### config.mk
export PLATFORM = sky130hd
export DESIGN_NAME = mem_controller_flat
export DESIGN_NICKNAME = d
export VERILOG_FILES = /design/src/rtl/mem_controller_if.sv /design/src/rtl/mem_controller.sv /design/src/flat_wrapper.sv
export SDC_FILE = /design/constraint.sdc
export NUM_CORES = 1
export LEC_CHECK = 0
export CORE_ASPECT_RATIO = 1.25
export CORE_MARGIN = 8
export CORE_UTILIZATION = 45
export DETAILED_ROUTE_END_ITERATION = 10
export GPL_TIMING_DRIVEN = 1
export PLACE_DENSITY = 0.77
export RECOVER_POWER = 50
export SLEW_MARGIN = 25
export SYNTH_ARGS = -nofsm -noshare
export SYNTH_HDL_FRONTEND = slang
export SYNTH_SLANG_ARGS = --single-unit
### constraint.sdc
create_clock -name clk -period 2.4 [get_ports clk]
set_input_delay 0.48 -clock clk [delete_from_list [all_inputs] [get_ports clk]]
set_output_delay 0.48 -clock clk [all_outputs]
set_load 0.02 [all_outputs]
### src/rtl/mem_controller_if.sv
// Requester-side bundle of the memory controller: instruction-fetch port and load/store port.
// master = requesters (fetcher + LSB), slave = mem_controller.
interface mem_controller_if #(
  parameter int unsigned XLEN = 32
);
  logic            icache_req;
  logic [XLEN-1:0] icache_addr;
  logic            mc_icache_ready;
  logic [XLEN-1:0] mc_icache_inst;

  logic            lsb_req;
  logic            lsb_we;
  logic [XLEN-1:0] lsb_addr;
  logic [1:0]      lsb_size;
  logic [XLEN-1:0] lsb_wdata;
  logic            mc_lsb_ready;
  logic [XLEN-1:0] mc_lsb_rdata;

  modport master (
    output icache_req, icache_addr, lsb_req, lsb_we, lsb_addr, lsb_size, lsb_wdata,
    input  mc_icache_ready, mc_icache_inst, mc_lsb_ready, mc_lsb_rdata
  );

  modport slave (
    input  icache_req, icache_addr, lsb_req, lsb_we, lsb_addr, lsb_size, lsb_wdata,
    output mc_icache_ready, mc_icache_inst, mc_lsb_ready, mc_lsb_rdata
  );
endinterface

### src/rtl/mem_controller.sv
// Shares the byte-wide RAM/IO port between instruction fetch and the load/store buffer,
// serialising multi-byte accesses and assembling read data little-endian.
module mem_controller #(
  parameter int unsigned XLEN       = 32,
  parameter logic [1:0]  IO_ADDR_HI = 2'b11
) (
  input  logic            clk,
  input  logic            rst,
  input  logic            rdy,
  input  logic            flush,
  input  logic            io_buffer_full,
  input  logic [7:0]      mem_din,
  output logic [7:0]      mem_dout,
  output logic [XLEN-1:0] mem_a,
  output logic            mem_wr,
  mem_controller_if.slave bus
);

  localparam int NumBytes = XLEN / 8;
  localparam logic [XLEN-1:0] One = {{(XLEN-1){1'b0}}, 1'b1};

  typedef enum logic [1:0] {StIdle, StRead, StWrite} state_e;
  typedef enum logic {OwnIcache, OwnLsb} owner_e;

  state_e          state_q, state_d;
  owner_e          owner_q, owner_d, last_q, last_d;
  logic [2:0]      cnt_q, cnt_d, len_q, len_d;
  logic [XLEN-1:0] wdata_q, wdata_d, buf_q, buf_d;
  logic            io_q, io_d;
  logic [XLEN-1:0] mem_a_q, mem_a_d;
  logic [7:0]      mem_dout_q, mem_dout_d;
  logic            mem_wr_q, mem_wr_d;
  logic            ic_ready_q, ic_ready_d, lsb_ready_q, lsb_ready_d;
  logic [XLEN-1:0] ic_inst_q, ic_inst_d, lsb_rdata_q, lsb_rdata_d;

  logic       ic_ok, ld_ok, st_ok, lsb_io, grant_ic, grant_lsb;
  logic [2:0] lsb_len;
  logic [7:0] wbyte;

  assign lsb_io = (bus.lsb_addr[17:16] == IO_ADDR_HI);
  assign ic_ok  = bus.icache_req && !ic_ready_q && !flush;
  assign ld_ok  = bus.lsb_req && !bus.lsb_we && !lsb_ready_q && !flush;
  // Stores are already committed, so they ignore flush.
  assign st_ok  = bus.lsb_req && bus.lsb_we && !lsb_ready_q && !(lsb_io && io_buffer_full);

  always_comb begin
    case (bus.lsb_size)
      2'd0:    lsb_len = 3'd1;
      2'd1:    lsb_len = 3'd2;
      default: lsb_len = 3'd4;
    endcase
  end

  always_comb begin
    state_d     = state_q;
    owner_d     = owner_q;
    last_d      = last_q;
    cnt_d       = cnt_q;
    len_d       = len_q;
    wdata_d     = wdata_q;
    io_d        = io_q;
    buf_d       = buf_q;
    mem_a_d     = mem_a_q;
    mem_dout_d  = mem_dout_q;
    mem_wr_d    = mem_wr_q;
    ic_ready_d  = 1'b0;
    lsb_ready_d = 1'b0;
    ic_inst_d   = ic_inst_q;
    lsb_rdata_d = lsb_rdata_q;
    grant_lsb   = 1'b0;
    grant_ic    = 1'b0;
    wbyte       = wdata_q[7:0];
    for (int i = 0; i < NumBytes; i++) begin
      if (cnt_q == 3'(i)) wbyte = wdata_q[8*i +: 8];
    end

    unique case (state_q)
      StIdle: begin
        mem_wr_d  = 1'b0;
        grant_lsb = (ld_ok || st_ok) && (!ic_ok || last_q == OwnIcache);
        grant_ic  = ic_ok && !grant_lsb;
        if (grant_ic) begin
          state_d = StRead;
          owner_d = OwnIcache;
          last_d  = OwnIcache;
          mem_a_d = bus.icache_addr;
          cnt_d   = 3'd0;
          len_d   = 3'd4;
          buf_d   = '0;
        end else if (grant_lsb) begin
          owner_d = OwnLsb;
          last_d  = OwnLsb;
          mem_a_d = bus.lsb_addr;
          len_d   = lsb_len;
          buf_d   = '0;
          if (st_ok) begin
            state_d    = StWrite;
            wdata_d    = bus.lsb_wdata;
            io_d       = lsb_io;
            mem_dout_d = bus.lsb_wdata[7:0];
            mem_wr_d   = 1'b1;
            cnt_d      = 3'd1;
          end else begin
            state_d = StRead;
            cnt_d   = 3'd0;
          end
        end
      end

      StRead: begin
        if (flush) begin
          state_d  = StIdle;
          mem_wr_d = 1'b0;
        end else begin
          // RAM data lags the presented address by one cycle, so byte i lands at count i+1.
          for (int i = 0; i < NumBytes; i++) begin
            if (cnt_q == 3'(i + 1)) buf_d[8*i +: 8] = mem_din;
          end
          if (cnt_q < len_q - 3'd1) mem_a_d = mem_a_q + One;
          cnt_d = cnt_q + 3'd1;
          if (cnt_q == len_q) begin
            state_d = StIdle;
            if (owner_q == OwnIcache) begin
              ic_ready_d = 1'b1;
              ic_inst_d  = buf_d;
            end else begin
              lsb_ready_d = 1'b1;
              lsb_rdata_d = buf_d;
            end
          end
        end
      end

      StWrite: begin
        if (cnt_q == len_q) begin
          state_d     = StIdle;
          mem_wr_d    = 1'b0;
          lsb_ready_d = 1'b1;
        end else if (io_q && io_buffer_full) begin
          mem_wr_d = 1'b0;
        end else begin
          mem_a_d    = mem_a_q + One;
          mem_dout_d = wbyte;
          mem_wr_d   = 1'b1;
          cnt_d      = cnt_q + 3'd1;
        end
      end

      default: state_d = StIdle;
    endcase
  end

  always_ff @(posedge clk) begin
    if (rst) begin
      state_q     <= StIdle;
      owner_q     <= OwnIcache;
      last_q      <= OwnIcache;
      cnt_q       <= 3'd0;
      len_q       <= 3'd0;
      wdata_q     <= '0;
      io_q        <= 1'b0;
      buf_q       <= '0;
      mem_a_q     <= '0;
      mem_dout_q  <= 8'h00;
      mem_wr_q    <= 1'b0;
      ic_ready_q  <= 1'b0;
      lsb_ready_q <= 1'b0;
      ic_inst_q   <= '0;
      lsb_rdata_q <= '0;
    end else if (rdy) begin
      state_q     <= state_d;
      owner_q     <= owner_d;
      last_q      <= last_d;
      cnt_q       <= cnt_d;
      len_q       <= len_d;
      wdata_q     <= wdata_d;
      io_q        <= io_d;
      buf_q       <= buf_d;
      mem_a_q     <= mem_a_d;
      mem_dout_q  <= mem_dout_d;
      mem_wr_q    <= mem_wr_d;
      ic_ready_q  <= ic_ready_d;
      lsb_ready_q <= lsb_ready_d;
      ic_inst_q   <= ic_inst_d;
      lsb_rdata_q <= lsb_rdata_d;
    end
  end

  assign mem_a                = mem_a_q;
  assign mem_dout             = mem_dout_q;
  assign mem_wr               = mem_wr_q;
  assign bus.mc_icache_ready  = ic_ready_q;
  assign bus.mc_icache_inst   = ic_inst_q;
  assign bus.mc_lsb_ready     = lsb_ready_q;
  assign bus.mc_lsb_rdata     = lsb_rdata_q;

endmodule

### src/flat_wrapper.sv
// flat-port wrapper written by rule: the top's interface ports become plain ports
module mem_controller_flat 
#(
  parameter int unsigned XLEN       = 32,
  parameter logic [1:0]  IO_ADDR_HI = 2'b11
)
  (clk, rst, rdy, flush, io_buffer_full, mem_din, mem_dout, mem_a, mem_wr, bus_icache_req, bus_icache_addr, bus_lsb_req, bus_lsb_we, bus_lsb_addr, bus_lsb_size, bus_lsb_wdata, bus_mc_icache_ready, bus_mc_icache_inst, bus_mc_lsb_ready, bus_mc_lsb_rdata);
  mem_controller_if #(.XLEN(XLEN)) bus_i ();
  input  logic clk;
  input  logic rst;
  input  logic rdy;
  input  logic flush;
  input  logic io_buffer_full;
  input  logic [7:0] mem_din;
  output logic [7:0] mem_dout;
  output logic [XLEN-1:0] mem_a;
  output logic mem_wr;
  input wire logic [$bits(bus_i.icache_req)-1:0] bus_icache_req;
  input wire logic [$bits(bus_i.icache_addr)-1:0] bus_icache_addr;
  input wire logic [$bits(bus_i.lsb_req)-1:0] bus_lsb_req;
  input wire logic [$bits(bus_i.lsb_we)-1:0] bus_lsb_we;
  input wire logic [$bits(bus_i.lsb_addr)-1:0] bus_lsb_addr;
  input wire logic [$bits(bus_i.lsb_size)-1:0] bus_lsb_size;
  input wire logic [$bits(bus_i.lsb_wdata)-1:0] bus_lsb_wdata;
  output wire logic [$bits(bus_i.mc_icache_ready)-1:0] bus_mc_icache_ready;
  output wire logic [$bits(bus_i.mc_icache_inst)-1:0] bus_mc_icache_inst;
  output wire logic [$bits(bus_i.mc_lsb_ready)-1:0] bus_mc_lsb_ready;
  output wire logic [$bits(bus_i.mc_lsb_rdata)-1:0] bus_mc_lsb_rdata;
  assign bus_i.icache_req = bus_icache_req;
  assign bus_i.icache_addr = bus_icache_addr;
  assign bus_i.lsb_req = bus_lsb_req;
  assign bus_i.lsb_we = bus_lsb_we;
  assign bus_i.lsb_addr = bus_lsb_addr;
  assign bus_i.lsb_size = bus_lsb_size;
  assign bus_i.lsb_wdata = bus_lsb_wdata;
  assign bus_mc_icache_ready = bus_i.mc_icache_ready;
  assign bus_mc_icache_inst = bus_i.mc_icache_inst;
  assign bus_mc_lsb_ready = bus_i.mc_lsb_ready;
  assign bus_mc_lsb_rdata = bus_i.mc_lsb_rdata;
  mem_controller #(.XLEN(XLEN), .IO_ADDR_HI(IO_ADDR_HI)) u_core (.clk(clk), .rst(rst), .rdy(rdy), .flush(flush), .io_buffer_full(io_buffer_full), .mem_din(mem_din), .mem_dout(mem_dout), .mem_a(mem_a), .mem_wr(mem_wr), .bus(bus_i));
endmodule
Word level (Yosys, flattened, before mapping)
Cells that the tools add are included.
{"block": "op_classes", "bitwise": 3, "n_lt_le_gt_ge": 1, "mux": 58, "n_eq_ne": 18, "n_reduce_logical": 37, "n_addsub": 3}
{"operator": "$mux 32", "count": 9}
{"operator": "$mux 8", "count": 12}
{"operator": "$pmux 32 s3", "count": 1}
{"operator": "$pmux 32 s2", "count": 1}
{"operator": "$add 32x1->32 const B", "count": 1}
{"operator": "$mux 3", "count": 7}
{"operator": "$mux 1", "count": 17}
{"operator": "$pmux 8 s2", "count": 1}
{"operator": "$reduce_and 5->1", "count": 3}
{"operator": "$reduce_and 7->1", "count": 2}
{"operator": "$logic_and 1x1->1", "count": 12}
{"operator": "$mux 2", "count": 5}
{"operator": "$ne 2x2->1 const B", "count": 5}
{"operator": "$pmux 3 s3", "count": 1}
{"operator": "$logic_not 1->1", "count": 7}
{"operator": "$eq 3x2->1 const B", "count": 2}
{"operator": "$ne 2x1->1 const B", "count": 3}
{"operator": "$pmux 2 s3", "count": 1}
{"operator": "$pmux 3 s2", "count": 1}
{"operator": "$reduce_and 3->1", "count": 2}
{"operator": "$reduce_and 6->1", "count": 1}
{"operator": "$reduce_bool 2->1", "count": 3}
{"operator": "$eq 2x1->1 const B", "count": 2}
{"operator": "$eq 2x2->1 const B", "count": 2}
{"operator": "15 further kinds", "count": 19}
{"block": "word_totals", "input_bits": 114, "output_inout_bits": 107, "word_cells": 134, "regBits": 181}

Longest topological paths before layout
Gate-level depths: netlist (run 1).
{"block": "depth", "ltp_word": 10, "mapped_depth": 10, "depth_no_buf": 9}

Least setup slack after synthesis (run 1)
Ideal clock, no wire load.
{"block": "synth_path", "kind": "register to register", "from": "reg u_core.len_q[1]", "to": "reg u_core.mem_a_q[0], in the netlist u_core.mem_a[0]", "path_slack_ns": 0.033, "n_path_buf": 0, "synth_period_minus_slack_ns": 2.367, "t_arrival_ns": 2.293, "stages_incl_launch_ff": 10, "required_ns": 2.326, "setup_time_ns": 0.074, "path_cell_list": "dfxtp_1 inv_1 ha_1 ha_1 nor2b_1 o21a_1 o21ai_0 nand2_4 or4_1 a31oi_1"}
{"block": "synth_via", "elab_chain_cells": 4, "word_cells_on_any_way": 6, "classes_between": "add/sub: 1; order compare: 1; eq/ne: 3; reduce/logical: 1"}
{"element": "from (decl)", "line": "mem_controller.sv:27", "text": "logic [2:0] cnt_q, cnt_d, len_q, len_d;"}
{"element": "from (signal assigned)", "line": "mem_controller.sv:175", "text": "len_q <= len_d;"}
{"element": "$sub 3x1->3", "line": "mem_controller.sv:119", "text": "if (cnt_q < len_q - 3'd1) mem_a_d = mem_a_q + One;"}
{"element": "$lt 3x3->1", "line": "mem_controller.sv:119"}
{"element": "$ne 2x1->1 (no source line)"}
{"element": "$reduce_and 7->1 (no source line) *"}
{"element": "to (signal assigned)", "line": "mem_controller.sv:179", "text": "mem_a_q <= mem_a_d;"}
{"element": "to (decl)", "line": "mem_controller.sv:30", "text": "logic [XLEN-1:0] mem_a_q, mem_a_d;"}
Mark *: on every way between the ends. The rest lies on a longest branch, timed or not.
A chain may end at the register's enable or synchronous reset.

Final worst setup path (run 1)
{"block": "layout_path", "from": "reg u_core.len_q[0]", "to": "reg u_core.mem_a_q[19], in the netlist u_core.mem_a[19]"}
Same word-level chain as after synthesis.

==> results of run 1 <==
==> stage by stage <==
step | area [um^2] | hold WS [ns] | cells
floorplan | 8640 | 0.433 | 1082
CTS | 12200 | 0.432 | 1558
global placement | 11500 | 0.439 | 1526
detailed placement | 11500 | 0.445 | 1526
global route | 12200 | 0.469 | 1561
finish | 12200 | 0.447 | 1561
==> kinds of logic after synthesis <==
| group | count (synthesis) | synth area share (%) |
|---|---|---|
| AO/OA/AOI/OAI | 315 | 24.0 |
| adder cells (fa/ha/maj) | 14 | 2.03 |
| AND/OR/NAND/NOR | 405 | 20.9 |
| flip-flops | 181 | 41.9 |
| XOR/XNOR | 4 | 0.406 |
| buffers and inverters | 116 | 5.21 |
| multiplexers | 47 | 5.46 |
==> worst reg2reg max path: stages (launching register included) <==
cell	delay (ns)
dfxtp_2	0.34
inv_2	0.05
buf_4	0.12
ha_1	0.31
o41ai_2	0.54
nor3b_4	0.09
buf_4	0.17
nand2_4	0.06
buf_4	0.24
nor2_1	0.10
a32o_1	0.24
==> placed cells by master, fill, tap and decap left out, drive strengths merged, types with 8 or more instances in the layout <==
master,n
dfxtp,181
nor2,150
nand2,141
clkdlybuf4s50,113
dlygate4sd3,106
a21oi,98
a211oi,71
buf,69
o21ai,50
mux2i,46
inv,46
nand3,35
clkbuf,21
a32oi,19
o32ai,19
a31oi,17
ha,14
a21o,13
nand4,13
nor3,12
and3,8
==> final cells by class <==
cell class / count / area [um^2]
sequential: 181 / 3630
inverter: 37 / 139
antenna: 3 / 7.51
multi-input combinational: 785 / 4640
clock inverter: 14 / 178
fill: 1599 / 6580
timing repair buffer: 291 / 2880
clock buffer: 18 / 439
tap: 232 / 290
==> repair_timing <==
item	4_1_cts	5_1_grt
gates resized for setup	4	9
setup endpoints to repair	30	33
pin swaps	1	5
==> power by group <==
| group | total [uW] | switching, uW | internal [uW] |
|---|---|---|---|
| combinational | 1370 | 742 | 627 |
| sequential | 3220 | 106 | 3110 |
| clock | 2880 | 1350 | 1540 |
| total | 7470 | 2190 | 5280 |
==> registers in the layout, summed over array words and instances (netlist names) <==
register / count
u_core.buf_q: 32
u_core.bus.mc_icache_inst: 32
u_core.bus.mc_lsb_rdata: 32
u_core.mem_a: 32
u_core.wdata_q: 32
u_core.mem_dout: 8
u_core.cnt_q: 3
u_core.len_q: 3
u_core.state_q: 2
u_core.bus.mc_icache_ready: 1
u_core.bus.mc_lsb_ready: 1
u_core.io_q: 1
u_core.mem_wr: 1
u_core.owner_q: 1
==> worst min path at each step <==
stage	from	to	slack [ns]	depth (start not counted)
floorplan	u_core.wdata_q[16]	u_core.wdata_q[16]	0.43	2
global placement	u_core.wdata_q[19]	u_core.wdata_q[19]	0.44	2
detailed placement	u_core.wdata_q[19]	u_core.wdata_q[19]	0.44	2
CTS	rst	u_core.mem_a[24]	0.43	4
global route	u_core.wdata_q[23]	u_core.wdata_q[23]	0.47	2
finish	rst	u_core.mem_a[24]	0.45	4
==> routing by layer <==
metal	vias to the layer above	wire length (um)
li1	4354	-
met1	4094	11200
met2	321	13800
met3	52	1570
met4	0	803
met5	-	0
==> impl_metrics.py, run 1 <==
metrics = {
    "worst_setup_path": {
        "cp.depth": 10,
        "critPathKind": "reg2reg",
        "r2r-end": "u_core.mem_a[19]",
        "slowest_delay_ns": 0.54,
        "crit_fanout": 20,
        "path_common_cell": "buf_4",
        "timing.rr.start": "u_core.len_q[0]",
        "r2r_cells": 10,
        "worstSetupEndpointType": "flip-flop",
        "cp_top_family": "compound AO/OA/AOI/OAI gates",
        "critPathCapture": "u_core.mem_a[19]",
        "crit_required_ns": 2.72,
        "regToRegSetupSlack_ns": 0.03,
        "startpoint_type": "flip-flop",
        "path_cells": "inv_2, buf_4, ha_1, o41ai_2, nor3b_4, buf_4, nand2_4, buf_4, nor2_1, a32o_1",
        "worstPathArrival_ns": 2.70,
        "path_buf_inv": 4,
        "cpMaxStageDelayCell": "o41ai_2",
        "startpoint": "u_core.len_q[0]",
    },
    "cts": {
        "clkLatencyLatePin_ns": 0.44,
        "clock-sinks": 181,
        "postCtsSetupRepairBufs": 0,
        "h-tree-depth": 4,
        "path_clk_slew_ns": 0.07,
        "holdBufCountCts": 0,
        "numCtsBuffers": 17,
        "cts.path.max_buffers": 2,
        "cts-root-buf": "clkbuf_16",
        "cts_tree": "built",
    },
    "synth": {
        "syn_avg_cell_area_um2": 7.99,
        "async_flop_share_pct": 0,
        "ys_types": 59,
        "yosysMostFrequentCell": "dfxtp_1",
        "ys_top_cells_by_count": "dfxtp_1, nor2_1, nand2_1",
        "ys_seq_area_share_pct": 41.9,
        "synth_seq_cells": 181,
        "ys_warn_count": 0,
        "synth-edff-count": 0,
        "synth_top_area_share_pct": 41.9,
        "synth_area_leaders": "dfxtp_1, nor2_1, a211oi_1",
        "syn_nets": 1210,
        "synth_ff_type": "dfxtp_1",
        "synthesis.area_um2": 8640,
        "synth_cells": 1082,
        "yosysTopAreaCell": "dfxtp_1",
    },
    "cells_and_area": {
        "nNetsFinal": 1441,
        "drive_above_1_share_pct": 9.20,
        "area_growth_syn_to_layout_pct": 41.2,
        "finish.utilization_pct": 65.0,
    },
    "sta": {
        "fin_setup_tns_ns": 0,
        "slew_violations": 0,
        "setup_viol": 0,
        "fin_skew_ns": 0.0126,
        "finalHoldViolations": 0,
        "setup_slack_ns": 0.0277,
        "fmax_mhz": 422,
        "worst_pin_slew_ns": 0.723,
        "finalCriticalPeriod_ns": 2.37,
        "fin_crit_sh_pct": 98.8,
        "maxSlewHeadroom_pct": 51.7,
    },
    "power": {
        "p_per_area_nw_per_um2": 612,
        "leakagePower_uw": 0.00464,
        "finalPower_uw": 7470,
        "ir_drop_uv": 461,
    },
    "routing": {
        "antenna_left": 0,
        "avgRoutedWirePerCell_um": 17.6,
        "wirelength_um": 27400,
        "drc_errors": 0,
        "dr_total_vias": 8821,
        "vias_per_cell": 5.65,
        "drt_iter0_drc": 814,
        "dr.pass1.iters": 5,
    },
    "status": {
        "status": "finished, final reports clean",
    },
    "floorplanning": {
        "io_pins": 221,
        "num_rows": 56,
        "die_h_um": 171,
        "start_util_pct": 46.0,
        "die_w_um": 140,
        "dieArea_um2": 23900,
        "core_area_um2": 18800,
    },
    "global_route": {
        "busiest_layer": "met2",
        "grt_pass1_vias": 8543,
        "grtUsageMet3_pct": 3.85,
        "grt_pass1_wl_um": 43900,
        "antenna_found_initial": 3,
        "grt_usage_pct": 22.4,
        "grt_overflow": 0,
        "grt_max_degree": 111,
        "use_met2_pct": 39.4,
        "use_met1_pct": 26.4,
    },
    "run": {
        "maxCapViolations": 0,
    },
    "placement": {
        "portBuffers": 220,
        "dp_hpwl_um": 19900,
        "gp_congestion": 0.888,
        "pre_cts_slack_ns": -0.341,
    },
    "min_path": {
        "hp-class": "in2reg",
    },
}
Power figures use the tool's default switching activity.
==> run 2, diff against run 1 <==
CTS_CLUSTER_SIZE = 25   (was not set)
clock period = 2.02 ns   (was 2.4 ns; I/O delays follow)
==> run 2 against run 1 <==
The run now ends with setup timing left. Final cell count rose by 3.4%. Core utilization increased by 5.1 points. Largest power group unchanged. Die area unchanged. Sequential share of layout area shrank 2.1 points. Combinational power up 47%. Cell area increased by 7.8%. Clock skew fell by 0.00063 ns. Highest routed layer unchanged. Global-route usage is 1.5 points higher. Critical path type unchanged. Total power grew 24%. Largest cell class unchanged. Sequential cell count did not move. Sequential power is 18% higher.
==> impl_metrics.py, run 2 (same netlist as run 1, synthesis figures left out) <==
metrics = {
    "status": {
        "status": "finished with violations",
        "violations": "setup timing",
    },
    "sta": {
        "setup_slack_ns": -0.150,
        "finalHoldViolations": 0,
        "fin_crit_sh_pct": 107,
        "fin_skew_ns": 0.0120,
        "setup_viol": 23,
        "fmax_mhz": 461,
        "maxSlewHeadroom_pct": 63.3,
        "rsz0062_at_grt": "true",
        "finalCriticalPeriod_ns": 2.17,
        "slew_violations": 0,
        "worst_pin_slew_ns": 0.543,
    },
    "placement": {
        "gp_congestion": 0.921,
        "portBuffers": 220,
        "dp_hpwl_um": 20700,
        "pre_cts_slack_ns": -0.607,
    },
    "global_route": {
        "grt_usage_pct": 23.9,
        "grt_max_degree": 97,
        "grt_pass1_vias": 8775,
        "antenna_found_initial": 2,
        "grt_overflow": 0,
        "grt_pass1_wl_um": 46400,
    },
    "routing": {
        "dr.pass1.iters": 6,
        "dr_total_vias": 9454,
        "avgRoutedWirePerCell_um": 19.6,
        "vias_per_cell": 5.86,
        "antenna_left": 0,
        "drt_iter0_drc": 899,
        "drc_errors": 0,
        "wirelength_um": 31600,
    },
    "min_path": {
        "hp-class": "in2reg",
    },
    "cells_and_area": {
        "final_common_cell": "dfxtp_1",
        "layout_common_cells": "dfxtp_1, nor2_1, nand2_1",
        "drive_above_1_share_pct": 16.5,
        "area_growth_syn_to_layout_pct": 52.3,
        "nNetsFinal": 1495,
        "fill_cells": 1501,
        "finish.utilization_pct": 70.1,
    },
    "worst_setup_path": {
        "worstPathArrival_ns": 2.53,
        "crit_fanout": 10,
        "worstSetupEndpointType": "flip-flop",
        "crit_required_ns": 2.38,
        "startpoint_type": "flip-flop",
        "critPathKind": "reg2reg",
    },
    "floorplanning": {
        "die_w_um": 140,
        "num_rows": 56,
        "die_h_um": 171,
        "core_area_um2": 18800,
        "start_util_pct": 46.0,
        "io_pins": 221,
        "dieArea_um2": 23900,
    },
    "power": {
        "leakagePower_uw": 0.00501,
        "p_per_area_nw_per_um2": 702,
        "ir_drop_uv": 530,
    },
    "cts": {
        "cts_tree": "built",
        "cts-root-buf": "clkbuf_16",
        "numCtsBuffers": 17,
        "h-tree-depth": 4,
        "clock-sinks": 181,
        "cts.path.max_buffers": 2,
        "clkLatencyLatePin_ns": 0.43,
        "path_clk_slew_ns": 0.07,
    },
    "run": {
        "maxCapViolations": 0,
    },
}
run 2: cell type report:
| cell class | instances | area [um^2] | area share (%) |
|---|---|---|---|
| timing repair buffer | 345 | 3510 | 26.7 |
| inverter | 37 | 141 | 1.07 |
| antenna | 2 | 5.00 | 0.0380 |
| sequential | 181 | 3630 | 27.6 |
| clock buffer | 19 | 453 | 3.44 |
| clock inverter | 13 | 151 | 1.15 |
| tap | 232 | 290 | 2.21 |
| multi-input combinational | 785 | 4980 | 37.8 |
run 2: timing repair:
item,CTS,global route
resized for setup,39,73
endpoints found under the setup margin,127,140
cloned,3,7
buffers inserted,10,5
pin swaps,17,27
hold buffers,0,0
run 2: final timing paths:
| path | from | endpoint | slack [ns] | cells past startpoint |
|---|---|---|---|---|
| setup / recovery | u_core.len_q[0] | u_core.mem_a[14] | -0.15 | 11 |
| hold / removal | rst | u_core.mem_a[13] | 0.29 | 2 |
| setup reg to reg | u_core.len_q[0] | u_core.mem_a[14] | -0.15 | 11 |
| hold reg to reg | u_core.wdata_q[18] | u_core.wdata_q[18] | 0.45 | 2 |
run 2: worst max-delay path, cell delays in order (launching register included):
cell and delay (ns):
dfxtp_2 0.35, inv_4 0.05, ha_4 0.26, ha_4 0.19, nor2b_1 0.12, o21a_1 0.21
o21ai_4 0.15, and2_4 0.22, buf_4 0.15, buf_16 0.13, o21ai_0 0.10, a21oi_1 0.17
run 2: report_power, final:
part,switching (uW),internal (uW)
clock network,1580,1830
logic,1060,955
registers,115,3700
total,2750,6490
run 2: metal layers:
metal / vias to the layer above / track usage (%) / share of wire, %
li1: 4472 / - / -
met2: 406 / 41.6 / 52
met4: 0 / 11.3 / 3.3
met1: 4504 / 27.9 / 39
met3: 72 / 4.82 / 5.8
met5: - / 0 / 0
run 2: stage by stage:
stage          std cells  hold slack [ns]  area, um^2  total power, uW  setup TNS (ns)
6_report            1614            0.289       13200             9230           -1.31
4_1_cts             1600            0.266       12700             9130          -0.522
3_3_place_gp        1556            0.441       11800             5630          -56.40
2_1_floorplan       1082            0.433        8680             4730          -0.193
3_5_place_dp        1556            0.446       11800             5650          -62.73
5_1_grt             1614            0.288       13200             9560           -6.04
